[src/rtl/fxp_pkg.sv]
// Shared fixed-point helpers for the dot-product and matrix-vector engines.
// Provides the sequencer state encoding, the accumulator sizing rule and
// range-check / clamp helpers that work on a 64-bit signed carrier.
package fxp_pkg;

    // Widest intermediate carried through the range helpers.
    localparam int unsigned FXP_MAX_W = 64;

    typedef enum logic [1:0] {
        ST_IDLE  = 2'd0,
        ST_RUN   = 2'd1,
        ST_FINAL = 2'd2,
        ST_DONE  = 2'd3
    } fxp_state_t;

    // Full-precision accumulator width: product width plus growth for n terms plus sign.
    function automatic int unsigned acc_width(input int unsigned n, input int unsigned w);
        return 2 * w + $clog2(n) + 1;
    endfunction

    // Largest value representable in a w-bit signed result.
    function automatic logic signed [FXP_MAX_W-1:0] fxp_max(input int unsigned w);
        logic signed [FXP_MAX_W-1:0] one;
        one = 64'sd1;
        return (one <<< (w - 1)) - one;
    endfunction

    // Smallest value representable in a w-bit signed result.
    function automatic logic signed [FXP_MAX_W-1:0] fxp_min(input int unsigned w);
        logic signed [FXP_MAX_W-1:0] one;
        one = 64'sd1;
        return -(one <<< (w - 1));
    endfunction

    function automatic logic fxp_out_of_range(input logic signed [FXP_MAX_W-1:0] s,
                                              input int unsigned w);
        return (s > fxp_max(w)) || (s < fxp_min(w));
    endfunction

    // Clamp s into the w-bit signed range; caller truncates to w bits.
    function automatic logic signed [FXP_MAX_W-1:0] fxp_clamp(input logic signed [FXP_MAX_W-1:0] s,
                                                              input int unsigned w);
        if (s > fxp_max(w)) begin
            return fxp_max(w);
        end else if (s < fxp_min(w)) begin
            return fxp_min(w);
        end
        return s;
    endfunction

endpackage

[src/rtl/fxp_mac_lanes.sv]
// Combinational sum of LANES signed element products starting at element idx.
// Lanes whose element index reaches VECTOR_SIZE select nothing and add zero.
// Ports:
//   elem_a, elem_b : packed vectors, element i at [i*DATA_WIDTH +: DATA_WIDTH]
//   idx            : first element handled this cycle
//   sum_c          : signed sum of the active lane products, SUM_W bits
module fxp_mac_lanes #(
    parameter int unsigned DATA_WIDTH  = 16,
    parameter int unsigned VECTOR_SIZE = 4,
    parameter int unsigned LANES       = 2,
    parameter int unsigned IDX_W       = 3,
    parameter int unsigned SUM_W       = 35
) (
    input  logic [VECTOR_SIZE*DATA_WIDTH-1:0] elem_a,
    input  logic [VECTOR_SIZE*DATA_WIDTH-1:0] elem_b,
    input  logic [IDX_W-1:0]                  idx,
    output logic signed [SUM_W-1:0]           sum_c
);

    localparam int unsigned PROD_W = 2 * DATA_WIDTH;

    // Per lane: element mux (no match leaves zero), one multiplier, accumulate.
    always_comb begin
        logic signed [DATA_WIDTH-1:0] a_sel;
        logic signed [DATA_WIDTH-1:0] b_sel;
        logic signed [PROD_W-1:0]     prod;
        sum_c = '0;
        a_sel = '0;
        b_sel = '0;
        prod  = '0;
        for (int l = 0; l < int'(LANES); l++) begin
            a_sel = '0;
            b_sel = '0;
            for (int j = 0; j < int'(VECTOR_SIZE); j++) begin
                if (IDX_W'(j) == (idx + IDX_W'(l))) begin
                    a_sel = elem_a[j*DATA_WIDTH +: DATA_WIDTH];
                    b_sel = elem_b[j*DATA_WIDTH +: DATA_WIDTH];
                end
            end
            prod  = PROD_W'(a_sel) * PROD_W'(b_sel);
            sum_c = sum_c + SUM_W'(prod);
        end
    end

endmodule

[src/rtl/vec_dot_mac.sv]
// Sequential fixed-point dot product: LANES products per cycle into a
// full-precision accumulator, then scaled by BIN_POS and saturated or wrapped.
// Ports:
//   clk, rst        : rising-edge clock, synchronous active-high reset
//   start           : request, taken only while ready is high
//   vec_a, vec_b    : operand vectors, element i at [i*DATA_WIDTH +: DATA_WIDTH]
//   ready           : idle or done, a start will be accepted
//   complete        : dot and overflow hold a valid result
//   dot, overflow   : scaled result and out-of-range flag
module vec_dot_mac
    import fxp_pkg::*;
#(
    parameter int unsigned DATA_WIDTH  = 16,
    parameter int unsigned BIN_POS     = 8,
    parameter int unsigned VECTOR_SIZE = 4,
    parameter int unsigned LANES       = 2,
    parameter int unsigned SATURATE    = 1
) (
    input  logic                              clk,
    input  logic                              rst,
    input  logic                              start,
    input  logic [VECTOR_SIZE*DATA_WIDTH-1:0] vec_a,
    input  logic [VECTOR_SIZE*DATA_WIDTH-1:0] vec_b,
    output logic                              ready,
    output logic                              complete,
    output logic [DATA_WIDTH-1:0]             dot,
    output logic                              overflow
);

    localparam int unsigned VEC_W = VECTOR_SIZE * DATA_WIDTH;
    localparam int unsigned ACC_W = acc_width(VECTOR_SIZE, DATA_WIDTH);
    // Index must hold values up to VECTOR_SIZE-1+LANES without wrapping.
    localparam int unsigned IDX_W = $clog2(VECTOR_SIZE + LANES + 1);

    fxp_state_t                  state_q;
    fxp_state_t                  state_nx;
    logic                        accept_c;
    logic [VEC_W-1:0]            a_q;
    logic [VEC_W-1:0]            b_q;
    logic [IDX_W-1:0]            idx_q;
    logic signed [ACC_W-1:0]     acc_q;
    logic signed [ACC_W-1:0]     lane_sum_c;
    logic signed [ACC_W-1:0]     shifted_c;
    logic signed [FXP_MAX_W-1:0] wide_c;
    logic                        ovf_c;
    logic [DATA_WIDTH-1:0]       dot_c;

    fxp_mac_lanes #(
        .DATA_WIDTH  (DATA_WIDTH),
        .VECTOR_SIZE (VECTOR_SIZE),
        .LANES       (LANES),
        .IDX_W       (IDX_W),
        .SUM_W       (ACC_W)
    ) u_lanes (
        .elem_a (a_q),
        .elem_b (b_q),
        .idx    (idx_q),
        .sum_c  (lane_sum_c)
    );

    // State register.
    always_ff @(posedge clk) begin
        if (rst) begin
            state_q <= ST_IDLE;
        end else begin
            state_q <= state_nx;
        end
    end

    // Next state and operand-accept strobe.
    always_comb begin
        state_nx = state_q;
        accept_c = 1'b0;
        case (state_q)
            ST_IDLE, ST_DONE: begin
                if (start) begin
                    state_nx = ST_RUN;
                    accept_c = 1'b1;
                end
            end
            ST_RUN: begin
                if ((idx_q + IDX_W'(LANES)) >= IDX_W'(VECTOR_SIZE)) begin
                    state_nx = ST_FINAL;
                end
            end
            ST_FINAL: state_nx = ST_DONE;
            default:  state_nx = ST_IDLE;
        endcase
    end

    // Scale by the binary point (floor), then range-check and saturate or wrap.
    always_comb begin
        shifted_c = acc_q >>> BIN_POS;
        wide_c    = FXP_MAX_W'(shifted_c);
        ovf_c     = fxp_out_of_range(wide_c, DATA_WIDTH);
        dot_c     = DATA_WIDTH'((SATURATE != 0) ? fxp_clamp(wide_c, DATA_WIDTH) : wide_c);
    end

    // Operand capture, accumulation and result/handshake registers.
    always_ff @(posedge clk) begin
        if (rst) begin
            a_q      <= '0;
            b_q      <= '0;
            idx_q    <= '0;
            acc_q    <= '0;
            dot      <= '0;
            overflow <= 1'b0;
            ready    <= 1'b1;
            complete <= 1'b0;
        end else begin
            if (accept_c) begin
                a_q   <= vec_a;
                b_q   <= vec_b;
                idx_q <= '0;
                acc_q <= '0;
            end else if (state_q == ST_RUN) begin
                idx_q <= idx_q + IDX_W'(LANES);
                acc_q <= acc_q + lane_sum_c;
            end
            if (state_q == ST_FINAL) begin
                dot      <= dot_c;
                overflow <= ovf_c;
            end
            ready    <= (state_nx == ST_IDLE) || (state_nx == ST_DONE);
            complete <= (state_nx == ST_DONE);
        end
    end

endmodule

[config.mk]
export PLATFORM = sky130hd
export DESIGN_NAME = vec_dot_mac
export DESIGN_NICKNAME = d
export VERILOG_FILES = /design/src/rtl/fxp_pkg.sv /design/src/rtl/fxp_mac_lanes.sv /design/src/rtl/vec_dot_mac.sv
export SDC_FILE = /design/constraint.sdc
export NUM_CORES = 2
export LEC_CHECK = 0
export BUFFER_PORTS_ARGS = -buffer_cell sky130_fd_sc_hd__buf_2
export CELL_PAD_IN_SITES_DETAIL_PLACEMENT = 0
export CELL_PAD_IN_SITES_GLOBAL_PLACEMENT = 1
export CORE_MARGIN = 4
export CORE_UTILIZATION = 44
export CTS_CLUSTER_SIZE = 12
export DETAILED_ROUTE_END_ITERATION = 7
export HOLD_SLACK_MARGIN = 0.15
export PLACE_DENSITY = 0.75
export SYNTH_ARGS = -nofsm -noshare
export SYNTH_HDL_FRONTEND = slang
export SYNTH_HIERARCHICAL = 1
export SYNTH_SLANG_ARGS = --single-unit
[constraint.sdc]
create_clock -name clk -period 9.5 [get_ports clk]
set_input_delay 1.9 -clock clk [delete_from_list [all_inputs] [get_ports clk]]
set_output_delay 1.9 -clock clk [all_outputs]
set_load 0.05 [all_outputs]
Yosys cells after proc, flatten, opt, wreduce, memory -nomap -nowiden
Index checks and enable logic that the tools add are counted.

word-level totals
  register bits after elaboration = 187
  input bits = 131
  output and inout bits = 19
  word-level logic and storage cells = 62

cells by class
  add/subtract/negate cells = 4
  multipliers = 2
  magnitude comparators = 3
  eq/ne operators = 10
  muxes and demuxes = 26
  reductions and logical operators = 8

operator list
  operator                count
  $mux W16                19
  $mul A16 B16 Y32        2
  $add A35 B33 Y35        1
  $add A32 B32 Y33        1
  $gt A27 B16 Y1 const B  1
  $lt A27 B16 Y1 const B  1
  $eq A2 B3 Y1 const A    4
  $eq A1 B3 Y1 const A    2
  $eq A2 B2 Y1 const B    3
  $logic_not A3 Y1        2
  $pmux W2 S3             1
  $logic_not A2 Y1        2
  $mux W1                 4
  $mux W2                 2
  $reduce_or A2 Y1        2
  $add A3 B1 Y3 const B   1
  $add A3 B2 Y3 const B   1
  $ge A3 B3 Y1 const B    1
  $eq A2 B1 Y1 const B    1
  $logic_or A1 B1 Y1      2

Depth between registers and ports, before layout
  depth after elaboration = 9
  mapped depth = 48
  depth with buffers taken out = 42

Hierarchy
Netlist, hierarchy kept.

modules (own cells, without submodules)
  module         instances  cells an instance  area an instance (um^2)
  fxp_mac_lanes  1          2578               22063.7
  vec_dot_mac    1          1077               8378.0

Least setup slack after synthesis
OpenSTA, ideal clock, no wires.

  path kind = reg2reg
  start = register idx_q[1]
  end = register acc_q[34]
  setup time = 71 ps
  arrival = 9825 ps
  setup slack = -395 ps
  cell stages (with the launch flop) = 42
  path buffers = 5
  clock period less this slack = 9895 ps
  path through = dfxtp_1 > buf_2 > nor2b_1 > clkbuf_1 > and2_1 > buf_2 > buf_4 > nor2_1 > a21oi_1 > nand2b_1 > inv_1 > fa_1 > fa_1 > inv_1 > fa_1 > inv_1 > fa_1 > fa_1 > (+6 left out) > a21o_1 > a21o_1 > a21oi_1 > o31ai_1 > a31oi_4 > o21ai_0 > a21oi_1 > xnor2_1 > ha_1 > buf_6 > a21o_1 > a21o_1 > a21oi_2 > nor2_1 > or4_4 > o21a_1 > or4_1 > a21oi_1

on the way
  longest elaborated chain between the ends = 9

ends and longest elaborated chain
  item                    RTL line             RTL
  from (decl)             vec_dot_mac.sv:40    logic [IDX_W-1:0] idx_q;
  from (signal assigned)  vec_dot_mac.sv:117   idx_q <= idx_q + IDX_W'(LANES);
  $add A3 B1 Y3           fxp_mac_lanes.sv:35  if (IDX_W'(j) == (idx + IDX_W'(l))) begin
  $logic_not A3 Y1        fxp_mac_lanes.sv:35
  $mux W16 (4 in series)  fxp_mac_lanes.sv:35
  $mul A16 B16 Y32        fxp_mac_lanes.sv:40  prod = PROD_W'(a_sel) * PROD_W'(b_sel);
  $add A32 B32 Y33 *      fxp_mac_lanes.sv:41  sum_c = sum_c + SUM_W'(prod);
  net lane_sum_c[27]      vec_dot_mac.sv:42    logic signed [ACC_W-1:0] lane_sum_c;
  $add A35 B33 Y35 *      vec_dot_mac.sv:118   acc_q <= acc_q + lane_sum_c;
  to (signal assigned)    vec_dot_mac.sv:118
  to (decl)               vec_dot_mac.sv:41    logic signed [ACC_W-1:0] acc_q;

The timed path passes the listed nets; every way through them passes the cells marked *.
A chain may end at the register's enable or synchronous reset.

Final worst setup path
  start = register idx_q[2]
  end = register acc_q[34]

The elaborated chain is that of the path after synthesis.

==> impl_metrics.yaml <==
critical_path:
  cp_slowest_stage_delay_ps: 560
  cp_slowest_cell: "fa_1"
  start_kind: "flip-flop"
  crit_type: "reg -> reg"
  arrival_ps: 10430
  crit_required_ps: 9910
  worst_path_most_repeated_cell: "fa_1"
  end_kind: "flip-flop"
  critPathMaxFanout: 6
  rrSetupSlack_ps: -520
job:
  drv_cap: 0
detailed_routing:
  drc: 0
  vias_per_cell: 5.15
  ant_nets: 0
  first_pass_iters: 5
  vias: 26874
  drt_iter0_drc: 1862
  wl_mm: 104
  wl_per_cell_um: 19.9
synth:
  syn_area_um2: 30400
  synth.avg_cell_area_um2: 8.33
  synth.most_common_cell: "inv_1"
  postSynth.asyncResetShare: 0
  synthCells: 3655
  ys_ff_latch: 186
  synth_seq_area_share: 0.122
  synth_ff_type: "dfxtp_1"
  synth.top_cell.area_share: 0.385
  synth_edf_count: 0
  synthTopCellsByArea: "fa_1 38%, dfxtp_1 12%, inv_1 8.5%"
  ys.warnings.count: 6
  ys_top_cells_by_count: "693 x inv_1, 669 x nand2_1, 585 x fa_1"
  yosysUniqueCellTypes: 85
  syn_nets: 4559
  yosysTopAreaCell: "fa_1"
power:
  pwr_density_cell_nw_per_um2: 187
  clockPowerShare: 0.111
  p_int_mw: 3.78
  p_sw_mw: 3.39
  leakagePower_nw: 18.5
  p_sw_frac: 0.473
  p_seq_frac: 0.136
  combPwrFrac: 0.752
  peakVddDrop_v: 0.000194
sta:
  setup_viol: 9
  setup_ws_ps: -519
  period_needed_ps: 10020
  finalMaxSlewViolations: 65
  period_share: 1.05
  rsz0062_at_grt: "yes"
  max_slew.worst_pin.slew_ps: 2820
  skew_ps: 24.0
  maxSlewHeadroom: -0.881
  fmax_mhz: 99.8
  final-hold-violation-count: 0
layout:
  multiInputGateArea_um2: 24200
  nFillCells: 6437
  drive_above_1_share: 0.232
  regArea_um2: 3730
  nets: 5181
  syn_to_final_growth_pct: 26.1
  fin_util: 0.560
  design_area_um2: 38400
floorplanning:
  start_util: 0.444
  die_x_um: 271
  dieArea_um2: 73500
  core_area_um2: 68600
  pin_count: 150
  rows: 96
  die_h_um: 271
place:
  place_hpwl_mm: 88.1
  gp_congestion: 0.968
  placed_area_um2: 36700
  portBuffers: 149
clock_network:
  worstSkewPairLatency_ps: 490
  holdBufCountCts: 0
  cts_tree: "yes"
  cts_buffers: 17
  cts.reportedPaths.clkPinSlew_ps: 80
  cts_root_buf: "clkbuf_16"
  numClockSinks: 186
  cts_buffer_depth: 2
  cts-htree-levels: 4
hold_path:
  worst_hold_path_type: "reg -> reg"
global_routing:
  antenna_found_initial: 1
  grt_max_degree: 99
  grt_pass1_wl_mm: 161
  grt_use_total: 0.284
  grt_overflow: 0
  grt_pass1_vias: 28114
run_status:
  status: "finished with violations"
  violations: "slew limit, setup timing"
==> worst max-delay path, delay by kind of cell, from the launching register on <==
kind,cells,cell delay (ps)
compound gates,12,1710
xor+xnor,1,170
fa+ha+maj,11,4700
buf+inv,13,1580
flops,1,350
simple gates,7,1390
==> through the flow <==
stage,power (mW),std cells,TNS (ps),hold slack (ps),setup slack (ps)
finish,7.18,5223,-2330,472,-519
global route,7.74,5221,-8310,500,-934
CTS,6.94,5208,-1880,474,-494
detailed placement,5.83,5143,-5630,460,-669
global placement,5.79,5143,-4580,455,-631
floorplan,3.69,3655,0,449,5.79
==> power by group through the flow <==
| stage | combinational (mW) | clock [mW] | sequential, mW |
|---|---|---|---|
| 6_report | 5.40 | 0.800 | 0.978 |
| 5_1_grt | 5.91 | 0.847 | 0.986 |
| 4_1_cts | 5.14 | 0.822 | 0.974 |
| 3_5_place_dp | 4.84 | 0 | 0.991 |
| 3_3_place_gp | 4.80 | 0 | 0.991 |
| 2_1_floorplan | 2.73 | 0 | 0.959 |
==> state kept, by name, indices dropped and copies added, names as in the netlist <==
signal / count
dot: 16
state_q: 2
overflow: 1
b_q: 64
acc_q: 35
idx_q: 2
complete: 1
ready: 1
a_q: 64
==> kinds of logic after synthesis <==
group | after synthesis | synth area share
other | 1 | 0.000123
DFF | 186 | 0.122
muxes | 48 | 0.0158
adders and majority gates | 773 | 0.462
xor gates and xnor gates | 70 | 0.0201
buffers and inverters | 869 | 0.110
AOI/OAI and AO/OA | 550 | 0.110
and+or+nand+nor | 1158 | 0.160
==> timing repair <==
item                       CTS  global route
setup buffers               33            14
gates cloned                 1             1
pin swaps                   90            58
setup endpoints to repair   18            21
gates resized for setup    111            80
==> cells in the final DEF, fill, tap and decap left out, types with 6 or more instances in the layout <==
cell / instances
a31oi_1: 6
nor2b_1: 21
dfxtp_1: 184
nand4_1: 16
nor3_1: 10
inv_2: 6
o21ai_1: 30
buf_2: 148
a211oi_1: 21
ha_1: 178
a22o_1: 27
o211ai_1: 6
xnor2_1: 48
and2_1: 34
fa_2: 9
nand2_1: 662
o21ai_4: 6
a21o_1: 20
or2_1: 11
inv_1: 688
nor2_2: 10
buf_4: 567
ha_4: 7
xor2_1: 20
a21oi_2: 47
nand3_1: 53
mux2i_1: 48
a22oi_1: 16
nand2b_1: 14
o21a_2: 10
buf_6: 15
o21ai_2: 14
o21ai_0: 48
fa_1: 576
o21a_1: 18
clkbuf_16: 18
buf_12: 44
a21oi_1: 224
nor2_1: 261
==> final timing paths <==
path,startpoint,end,cells past startpoint
worst max-delay path,idx_q[2],acc_q[34],44
worst min register to register,dot[15],dot[15],2
worst min-delay path,dot[15],dot[15],2
worst max register to register,idx_q[2],acc_q[34],44
==> layout make-up <==
class,instances,area share
antenna,2,0.000130
timing repair buffer,775,0.158
tap,931,0.0303
clock inverter,15,0.00564
clock buffer,17,0.0111
inverter,696,0.0681
sequential,186,0.0971
multi-input combinational,2601,0.629
==> layer usage <==
metal | routed length [µm] | global-route usage | vias to the layer above
li1 | - | - | 12509
met1 | 43500 | 0.372 | 13225
met2 | 48800 | 0.466 | 952
met3 | 8010 | 0.0693 | 188
met4 | 3830 | 0.0922 | 0
met5 | 0 | 0 | -
No activity file was read; power rests on OpenSTA's default activity.
